### src/rtl/ula_pkg.sv
// Shared constants and types for the ULA dispatch unit: opcode map, FSM states, flag bit positions.
package ula_pkg;

   localparam int DATA_W  = 8;
   localparam int NREGS   = 4;
   localparam int REG_AW  = 2;
   localparam int FLAG_W  = 4;
   localparam int OP_W    = 4;
   localparam int INSTR_W = 16;

   localparam logic [OP_W-1:0] OP_LDI         = 4'h0;
   localparam logic [OP_W-1:0] OP_ADD         = 4'h1;
   localparam logic [OP_W-1:0] OP_SUB         = 4'h2;
   localparam logic [OP_W-1:0] OP_AND         = 4'h3;
   localparam logic [OP_W-1:0] OP_OR          = 4'h4;
   localparam logic [OP_W-1:0] OP_XOR         = 4'h5;
   localparam logic [OP_W-1:0] OP_SHL         = 4'h6;
   localparam logic [OP_W-1:0] OP_SHR         = 4'h7;
   localparam logic [OP_W-1:0] OP_INC         = 4'h8;
   localparam logic [OP_W-1:0] OP_NOT         = 4'h9;
   localparam logic [OP_W-1:0] OP_DEC         = 4'hA;
   localparam logic [OP_W-1:0] OP_NAND        = 4'hB;
   localparam logic [OP_W-1:0] OP_XNOR        = 4'hC;
   localparam logic [OP_W-1:0] OP_ILLEGAL_MIN = 4'hD;

   localparam int FLG_Z = 0;
   localparam int FLG_S = 1;
   localparam int FLG_C = 2;
   localparam int FLG_V = 3;

   typedef enum logic [1:0] {IDLE, EXEC, WB} state_t;

   function automatic logic is_illegal(input logic [OP_W-1:0] op);
      return (op >= OP_ILLEGAL_MIN);
   endfunction

endpackage

### src/rtl/ula_regfile.sv
// Small register file: two combinational operand read ports, one debug read port,
// one synchronous write port, cleared by the asynchronous reset.
module ula_regfile
   import ula_pkg::*;
(
   input  logic              clk,
   input  logic              rst_n,
   input  logic              i_we,
   input  logic [REG_AW-1:0] i_waddr,
   input  logic [DATA_W-1:0] i_wdata,
   input  logic [REG_AW-1:0] i_raddr1,
   input  logic [REG_AW-1:0] i_raddr2,
   input  logic [REG_AW-1:0] i_dbg_addr,
   output logic [DATA_W-1:0] o_rdata1,
   output logic [DATA_W-1:0] o_rdata2,
   output logic [DATA_W-1:0] o_dbg_data
);

   logic [DATA_W-1:0] r_regs [NREGS];

   always_ff @(posedge clk or negedge rst_n) begin
      if (!rst_n) begin
         for (int i = 0; i < NREGS; i++) r_regs[i] <= '0;
      end else if (i_we) begin
         r_regs[i_waddr] <= i_wdata;
      end
   end

   assign o_rdata1   = r_regs[i_raddr1];
   assign o_rdata2   = r_regs[i_raddr2];
   assign o_dbg_data = r_regs[i_dbg_addr];

endmodule

### src/rtl/ula_dispatch_unit.sv
// Execute-control stage for the 8-bit ULA: accepts one instruction at a time, feeds the ULA
// from the local register file and writes the result and flags back.
module ula_dispatch_unit
   import ula_pkg::*;
(
   input  logic               clk,
   input  logic               rst_n,
   input  logic               i_instr_valid,
   output logic               o_instr_ready,
   input  logic [INSTR_W-1:0] i_instr,
   output logic [OP_W-1:0]    o_ula_operation,
   output logic [DATA_W-1:0]  o_operand1,
   output logic [DATA_W-1:0]  o_operand2,
   input  logic [DATA_W-1:0]  i_ula_result,
   input  logic [FLAG_W-1:0]  i_ula_flags,
   output logic [FLAG_W-1:0]  o_flag_reg,
   output logic               o_done,
   output logic               o_illegal_op,
   input  logic [REG_AW-1:0]  i_dbg_sel,
   output logic [DATA_W-1:0]  o_dbg_data
);

   state_t              r_state;
   logic                r_instr_ready;
   logic [OP_W-1:0]     r_ula_operation;
   logic [DATA_W-1:0]   r_operand1;
   logic [DATA_W-1:0]   r_operand2;
   logic [FLAG_W-1:0]   r_flag_reg;
   logic                r_done;
   logic                r_illegal_op;
   logic [REG_AW-1:0]   r_rd;

   logic [OP_W-1:0]     w_op;
   logic [REG_AW-1:0]   w_rd;
   logic [REG_AW-1:0]   w_rs1;
   logic [REG_AW-1:0]   w_rs2;
   logic [DATA_W-1:0]   w_imm;
   logic                w_accept;
   logic                w_ldi_wr;
   logic                w_wb_wr;
   logic                w_we;
   logic [REG_AW-1:0]   w_waddr;
   logic [DATA_W-1:0]   w_wdata;
   logic [DATA_W-1:0]   w_rdata1;
   logic [DATA_W-1:0]   w_rdata2;

   assign w_op  = i_instr[15:12];
   assign w_rd  = i_instr[11:10];
   assign w_rs1 = i_instr[9:8];
   assign w_rs2 = i_instr[7:6];
   assign w_imm = i_instr[7:0];

   assign w_accept = i_instr_valid && r_instr_ready;
   assign w_ldi_wr = w_accept && (w_op == OP_LDI);
   assign w_wb_wr  = (r_state == WB);

   // The two write sources never coincide: LDI only retires from IDLE, ALU results only from WB.
   assign w_we    = w_ldi_wr || w_wb_wr;
   assign w_waddr = w_wb_wr ? r_rd : w_rd;
   assign w_wdata = w_wb_wr ? i_ula_result : w_imm;

   ula_regfile u_regfile (
      .clk        (clk),
      .rst_n      (rst_n),
      .i_we       (w_we),
      .i_waddr    (w_waddr),
      .i_wdata    (w_wdata),
      .i_raddr1   (w_rs1),
      .i_raddr2   (w_rs2),
      .i_dbg_addr (i_dbg_sel),
      .o_rdata1   (w_rdata1),
      .o_rdata2   (w_rdata2),
      .o_dbg_data (o_dbg_data)
   );

   always_ff @(posedge clk or negedge rst_n) begin
      if (!rst_n) begin
         r_state         <= IDLE;
         r_instr_ready   <= 1'b1;
         r_ula_operation <= '0;
         r_operand1      <= '0;
         r_operand2      <= '0;
         r_flag_reg      <= '0;
         r_done          <= 1'b0;
         r_illegal_op    <= 1'b0;
         r_rd            <= '0;
      end else begin
         r_done       <= 1'b0;
         r_illegal_op <= 1'b0;
         case (r_state)
            IDLE: begin
               if (w_accept) begin
                  r_rd <= w_rd;
                  if (w_op == OP_LDI) begin
                     r_done <= 1'b1;
                  end else if (is_illegal(w_op)) begin
                     r_illegal_op <= 1'b1;
                  end else begin
                     // Operands are captured here, so rd == rs1/rs2 sees the pre-write value.
                     r_operand1      <= w_rdata1;
                     r_operand2      <= w_rdata2;
                     r_ula_operation <= w_op;
                     r_instr_ready   <= 1'b0;
                     r_state         <= EXEC;
                  end
               end
            end
            EXEC: begin
               r_state <= WB;
            end
            WB: begin
               r_flag_reg      <= i_ula_flags;
               r_ula_operation <= '0;
               r_done          <= 1'b1;
               r_instr_ready   <= 1'b1;
               r_state         <= IDLE;
            end
            default: begin
               r_state       <= IDLE;
               r_instr_ready <= 1'b1;
            end
         endcase
      end
   end

   assign o_instr_ready   = r_instr_ready;
   assign o_ula_operation = r_ula_operation;
   assign o_operand1      = r_operand1;
   assign o_operand2      = r_operand2;
   assign o_flag_reg      = r_flag_reg;
   assign o_done          = r_done;
   assign o_illegal_op    = r_illegal_op;

endmodule
### config.mk
export PLATFORM = sky130hd
export DESIGN_NAME = ula_dispatch_unit
export DESIGN_NICKNAME = d
export VERILOG_FILES = /design/src/rtl/ula_pkg.sv /design/src/rtl/ula_regfile.sv /design/src/rtl/ula_dispatch_unit.sv
export SDC_FILE = /design/constraint.sdc
export NUM_CORES = 1
export LEC_CHECK = 0
export CORE_MARGIN = 3
export CORE_UTILIZATION = 50
export CTS_BUF_LIST = sky130_fd_sc_hd__clkbuf_8
export DETAILED_ROUTE_END_ITERATION = 10
export GPL_ROUTABILITY_DRIVEN = 1
export GPL_TIMING_DRIVEN = 0
export PLACE_DENSITY = 0.78
export SETUP_SLACK_MARGIN = 0.2
export SYNTH_ARGS = -nofsm -noshare
export SYNTH_HDL_FRONTEND = slang
export SYNTH_SLANG_ARGS = --single-unit
### constraint.sdc
create_clock -name clk -period 2.69 [get_ports clk]
set_clock_uncertainty 0.05 [all_clocks]
set_input_delay 0.269 -clock clk [delete_from_list [all_inputs] [get_ports clk]]
set_output_delay 0.269 -clock clk [all_outputs]
set_load 0.05 [all_outputs]
==> metrics, run 1 <==
status finished, final reports clean; Worst Setup SP u_regfile.r_regs[4]; Tmin final 2.28 ns; commonest non-fill, non-tap cells in the layout dfrtp_1, clkdlybuf4s50_1, mux4_2; compound-gate portion of the synthesized area 0.131; via-per-instance ratio 6.18; crit share post-route 0.847; min-delay worst type in -> reg; Power Density 1320 nW/µm²; slowest cell on the critical path clkdlybuf4s50_1; Worst slew margin 0.392; Reg clk slew, reported paths ~0.07 ns; Post-Synth Simple-Gate Area 0.136; Rows 29; DRC Markers 0; Final Worst Setup Slack ~0.41 ns; post-cts sizing count 0; mux cell area share after synthesis 0.231; post-synthesis async set-or-reset flop share 1.00; ys flop type dfrtp_1; reg2reg start o_instr_ready; CP peak stage delay between 0.7 and 0.8 ns; post-synthesis cell count 259; chip height roughly 88 µm; first-pass GRT wire length between 10 and 15 mm; Buffers on Ports slightly below 60; Vias 2551; Starting Density 0.521; DR iter-0 viols 210; HP Start i_instr[11]; Flop pwr share 0.318; WP data arrival just under 2 ns; Leak 1.73 nW; critical path depth 2; Logic pwr share 0.473; MaxCap Viol Count 0; syn_area_per_cell 12.8 µm²; synth warn 0; crit-path cells mux4_2 > clkdlybuf4s50_1; Post-Syn Area 3330 µm²; area share of fa/ha/maj cells after synthesis 0; Top reg by flops u_regfile.r_regs; # nets final 364; Internal Power 3.48 mW; post-CTS setup buffers 0; clk_lat worst skew 0.34 ns; post-synthesis register bit count 63; Switching Fraction 0.390; Final Slew Violations 0; endpoint class of the critical path output port; CTS tree done; largest family of logic cells by synthesized area multiplexers; global route overflow 0; total core area approximately 6400 µm²; CTS Buffer Depth 2; R2R setup slack 0.59 ns; RSZ-0062 raised after global routing false; ANT nets after route 0; Reg-to-Reg End o_operand1[1]; DRT Wirelength ~7.9 mm; Post-synth EDFFs 0; WL/cell between 15 and 20 µm; IO Pins 68; Distinct cells, synth 39; max FFs per register 32; fmax between 400 and 500 MHz; DIE AREA 7670 µm²; CTS Sinks 63; number of H-tree levels 3; Die Width roughly 90 µm; Syn Nets a little under 300; Setup crit start kind flip-flop; Worst EP required 2.37 ns; Peak VDD IR 935 µV; initial antenna violation count 0; commonest non-fill, non-tap cell in the layout dfrtp_1; Slew @ Worst Pin 0.910 ns; area post-placement approximately 4000 µm²; Final Instance Area 4330 µm²; Final setup viols 0; clock root buffer clkbuf_8; Critical Path Fanout Max 4; post-synthesis sequential area ratio 0.474; FF-to-FF path depth 6; Switch Pwr 2.23 mW; share of layout cells above drive strength 1 0.295; Tot GR Track Use 0.220; final hold vios 0; vias in the first global route 2481; total CTS buffers 9; WP buf/inv 1; area grow syn2layout 30.2%; end point of the critical path o_dbg_data[4]; crit-path leading delay family buffers and inverters; first drt pass iteration count 5; HPWL Detailed 5.85 mm; crit path kind reg -> out; GPL Wtd Cong roughly 0.80; Synth Area in XOR/XNOR 0; Clk pwr share 0.209; Post-Place Worst Slack 0.359 ns; largest net degree at the start of global routing 42; ANT cells 0
==> cell usage after synthesis, types with 6 or more instances <==
library cell   n  share of area
nand2b_1       7          0.013
o22ai_1       12          0.023
or2_2          6          0.011
a21oi_1       14          0.021
nand3_1        6         0.0090
dfrtp_1       62           0.47
buf_2          7          0.011
mux2_4        10          0.045
mux2_1         6          0.020
nor2_1        23          0.026
o221a_2       20          0.068
mux4_2        24           0.16
nand2_1       20          0.023
==> power groups by stage <==
stage          combinational, mW  clock (mW)  sequential (mW)
2_1_floorplan               1.31           0             2.37
3_3_place_gp                2.66           0             1.78
3_5_place_dp                2.70           0             1.82
4_1_cts                     2.72        1.20             1.81
5_1_grt                     2.84        1.25             1.88
6_report                    2.70        1.19             1.81
==> worst reg2reg max path: cells and delay by family (launching register included) <==
| family | cells | cell delay [ns] |
|---|---|---|
| AND/OR/NAND/NOR | 3 | 0.66 |
| flip-flops | 1 | 0.56 |
| buffers and inverters | 2 | 0.37 |
| multiplexers | 1 | 0.34 |
==> area by class of cell <==
type                            instances  area [µm²]
Sequential cell                        63        1580
Fill cell                             456        2050
Buffer                                 17        90.1
Clock buffer                           10         138
Timing Repair Buffer                   61         616
Multi-Input combinational cell        178        1660
Tap cell                               77        96.3
Inverter                                1        3.75
Clock inverter                          6         155
==> kinds of logic after synthesis <==
| group | after synthesis |
|---|---|
| muxes | 41 |
| buffers and inverters | 18 |
| DFF | 63 |
| AOI/OAI and AO/OA | 54 |
| and+or+nand+nor | 83 |
==> repair_timing <==
action	4_1_cts	5_1_grt
setup endpoints to repair	0	0
hold buffers	1	0
endpoints found under the hold margin	22	0
==> how the worst min path moves through the flow <==
| stage | cells after the start | end |
|---|---|---|
| floorplan | 0 | o_done |
| global placement | 2 | o_flag_reg[1] |
| detailed placement | 1 | o_operand1[3] |
| CTS | 3 | r_rd[1] |
| global route | 3 | o_flag_reg[3] |
| finish | 3 | r_rd[1] |
==> through the flow <==
stage | cells | power [mW] | hold WS (ns) | util | TNS (ns)
after floorplan | 259 | 3.68 | -0.0766 | - | 0
after global placement | 395 | 4.44 | 0.409 | 0.629 | -41.29
after detailed placement | 396 | 4.53 | 0.228 | 0.631 | 0
after CTS | 413 | 5.73 | 0.354 | 0.678 | 0
after global routing | 413 | 5.98 | 0.406 | 0.678 | 0
final | 413 | 5.70 | 0.361 | 0.678 | 0
==> routing by layer <==
layer	vias to the layer above	track usage	share of wire
met3	16	0.0517	0.073
li1	1148	-	-
met5	-	0	0
met1	1257	0.293	0.42
met2	130	0.352	0.49
met4	0	0.0879	0.018
Note: power is estimated with default switching activity, not from simulation.
==> inputs of run 2 (changes only) <==
==> constraint.sdc (replaced) <==
create_clock -name clk -period 2.1 [get_ports clk]
set_clock_uncertainty 0.05 [all_clocks]
set_input_delay 0.21 -clock clk [delete_from_list [all_inputs] [get_ports clk]]
set_output_delay 0.21 -clock clk [all_outputs]
set_load 0.05 [all_outputs]
==> metrics, run 2 (same netlist as run 1, synthesis figures left out) <==
Reg clk slew, reported paths about 0.07 ns; max FFs per register 32; Buffers on Ports between 50 and 60; Worst slew margin 0.638; global route overflow 0; IO Pins a little under 70; total core area between 6000 and 7000 µm²; Tmin final 1.93 ns; RSZ-0062 raised after global routing true; Peak VDD IR 1310 µV; Vias 2521; crit-path cells nand2_2 > or3_4 > buf_6 > nor3_4 > buf_6 > mux2_4; DIE AREA 7670 µm²; Setup crit start kind flip-flop; DRC Markers 0; clock root buffer clkbuf_8; CTS Buffer Depth 2; Finished Core Util 0.687; Power Density 1600 nW/µm²; number of H-tree levels 3; min-delay worst type in -> async; WL/cell 18.8 µm; largest net degree at the start of global routing 41; status finished, final reports clean; fmax between 500 and 600 MHz; clk_lat worst skew 0.34 ns; share of layout cells above drive strength 1 0.371; Final Slew Violations 0; Tot GR Track Use 0.213; GPL Wtd Cong around 0.8; Leak 1.78 nW; Critical Path Fanout Max 10; Final setup viols 0; commonest non-fill, non-tap cell in the layout dfrtp_1; Rows 29; first-pass GRT wire length roughly 12 mm; slowest cell on the critical path dfstp_2; HPWL Detailed 5.74 mm; CP peak stage delay 0.55 ns; Slew @ Worst Pin 0.543 ns; MaxCap Viol Count 0; FF-to-FF path depth 6; first drt pass iteration count 4; crit path kind reg -> reg; Starting Density 0.521; ANT cells 0; vias in the first global route 2457; Top cell by count, worst path buf_6; Top reg by flops u_regfile.r_regs; total CTS buffers 9; crit share post-route 0.920; ANT nets after route 0; initial antenna violation count 0; Inst Count DP 396; FILL cells 473; DR iter-0 viols 166; chip height 87.6 µm; fin cells 419; Worst EP required 2.28 ns; area grow syn2layout 31.9%; # nets final 371; DRT Wirelength slightly below 8 mm; endpoint class of the critical path flip-flop; CTS tree done; WP data arrival 2.11 ns; Die Width around 88 µm; commonest non-fill, non-tap cells in the layout dfrtp_1, clkdlybuf4s50_1, mux4_2; CTS Sinks 63; final hold vios 0; via-per-instance ratio between 6 and 7
-- run 2: changes by cell type in the layout (fill, tap and decap cells not counted), moves of 3 or more --
| cell | change |
|---|---|
| clkdlybuf4s15_2 | +7 |
| mux2_1 | -6 |
| clkdlybuf4s50_1 | -9 |
| buf_4 | +7 |
| mux2_4 | +6 |
| bufinv_16 | -3 |
-- run 2: metal layers --
layer / global-route usage / share of wire / vias up / wire, µm
li1: - / - / 1162 / -
met1: 0.288 / 0.43 / 1273 / 3400
met2: 0.333 / 0.50 / 78 / 3900
met3: 0.0423 / 0.060 / 8 / 470
met4: 0.102 / 0.011 / 0 / 87
met5: 0 / 0 / - / 0
-- run 2: path summary, 6_finish.rpt --
check	endpoint	from	slack, ns
min in group clk	o_flag_reg[3]	i_ula_flags[3]	0.34
worst max register to register	o_operand1[3]	o_instr_ready	0.17
worst max-delay path	o_operand1[3]	o_instr_ready	0.17
max in group asynchronous	o_instr_ready	rst_n	1.01
worst min register to register	o_flag_reg[1]	o_flag_reg[1]	0.44
worst min-delay path	o_operand2[7]	rst_n	0.33
-- run 2: report_power, final --
group	leakage (nW)	switching [mW]	total (mW)	internal (mW)
Combinational	0.923	1.89	3.54	1.65
Clock	0.113	0.455	1.14	0.686
Sequential	0.741	0.517	2.33	1.81
-- run 2: stage by stage --
step | hold slack, ns | cell area (µm²) | power, mW | setup TNS, ns | setup WS [ns]
global route | 0.344 | 4390 | 7.36 | 0 | 0.100
finish | 0.333 | 4390 | 7.01 | 0 | 0.168
detailed placement | 0.171 | 4040 | 5.80 | -2.74 | -0.145
CTS | 0.326 | 4310 | 6.94 | 0 | 0.139
floorplan | -0.136 | 3330 | 4.72 | 0 | 0.0271
global placement | 0.409 | 4020 | 5.69 | -74.55 | -1.15
-- run 2: area by class of cell --
class,count,area (µm²),share of cell area
multi-input cells,178,1730,0.394
flip-flops and latches,63,1580,0.360
clock inverters,5,73.8,0.0168
well taps,77,96.3,0.0220
inverters,1,3.75,0.000856
clock buffers,10,138,0.0314
plain buffers,17,100,0.0228
repair buffers,68,671,0.153
-- run 2: what timing repair did --
action | 4_1_cts | 5_1_grt
setup buffers | 3 | 4
hold endpoints to repair | 23 | 0
endpoints found under the setup margin | 47 | 44
hold buffers | 1 | 0
gates resized for setup | 29 | 17
pin swaps | 0 | 1
-- run 2: critical path: cells and delay by family (launching register included) --
family                 cells  cell delay [ns]
and+or+nand+nor            3             0.56
DFF                        1             0.55
buffers and inverters      2             0.34
muxes                      1             0.31
==> inputs of run 3 (changes only) <==
--- a/config.mk
+++ b/config.mk
@@ -5,6 +5,7 @@
 export SDC_FILE = /design/constraint.sdc
 export NUM_CORES = 1
 export LEC_CHECK = 0
+export CAP_MARGIN = 10
 export CORE_MARGIN = 3
 export CORE_UTILIZATION = 50
 export CTS_BUF_LIST = sky130_fd_sc_hd__clkbuf_8
==> results of run 3 <==
Same layout as run 2: the final DEF is identical, and so are final timing and power.
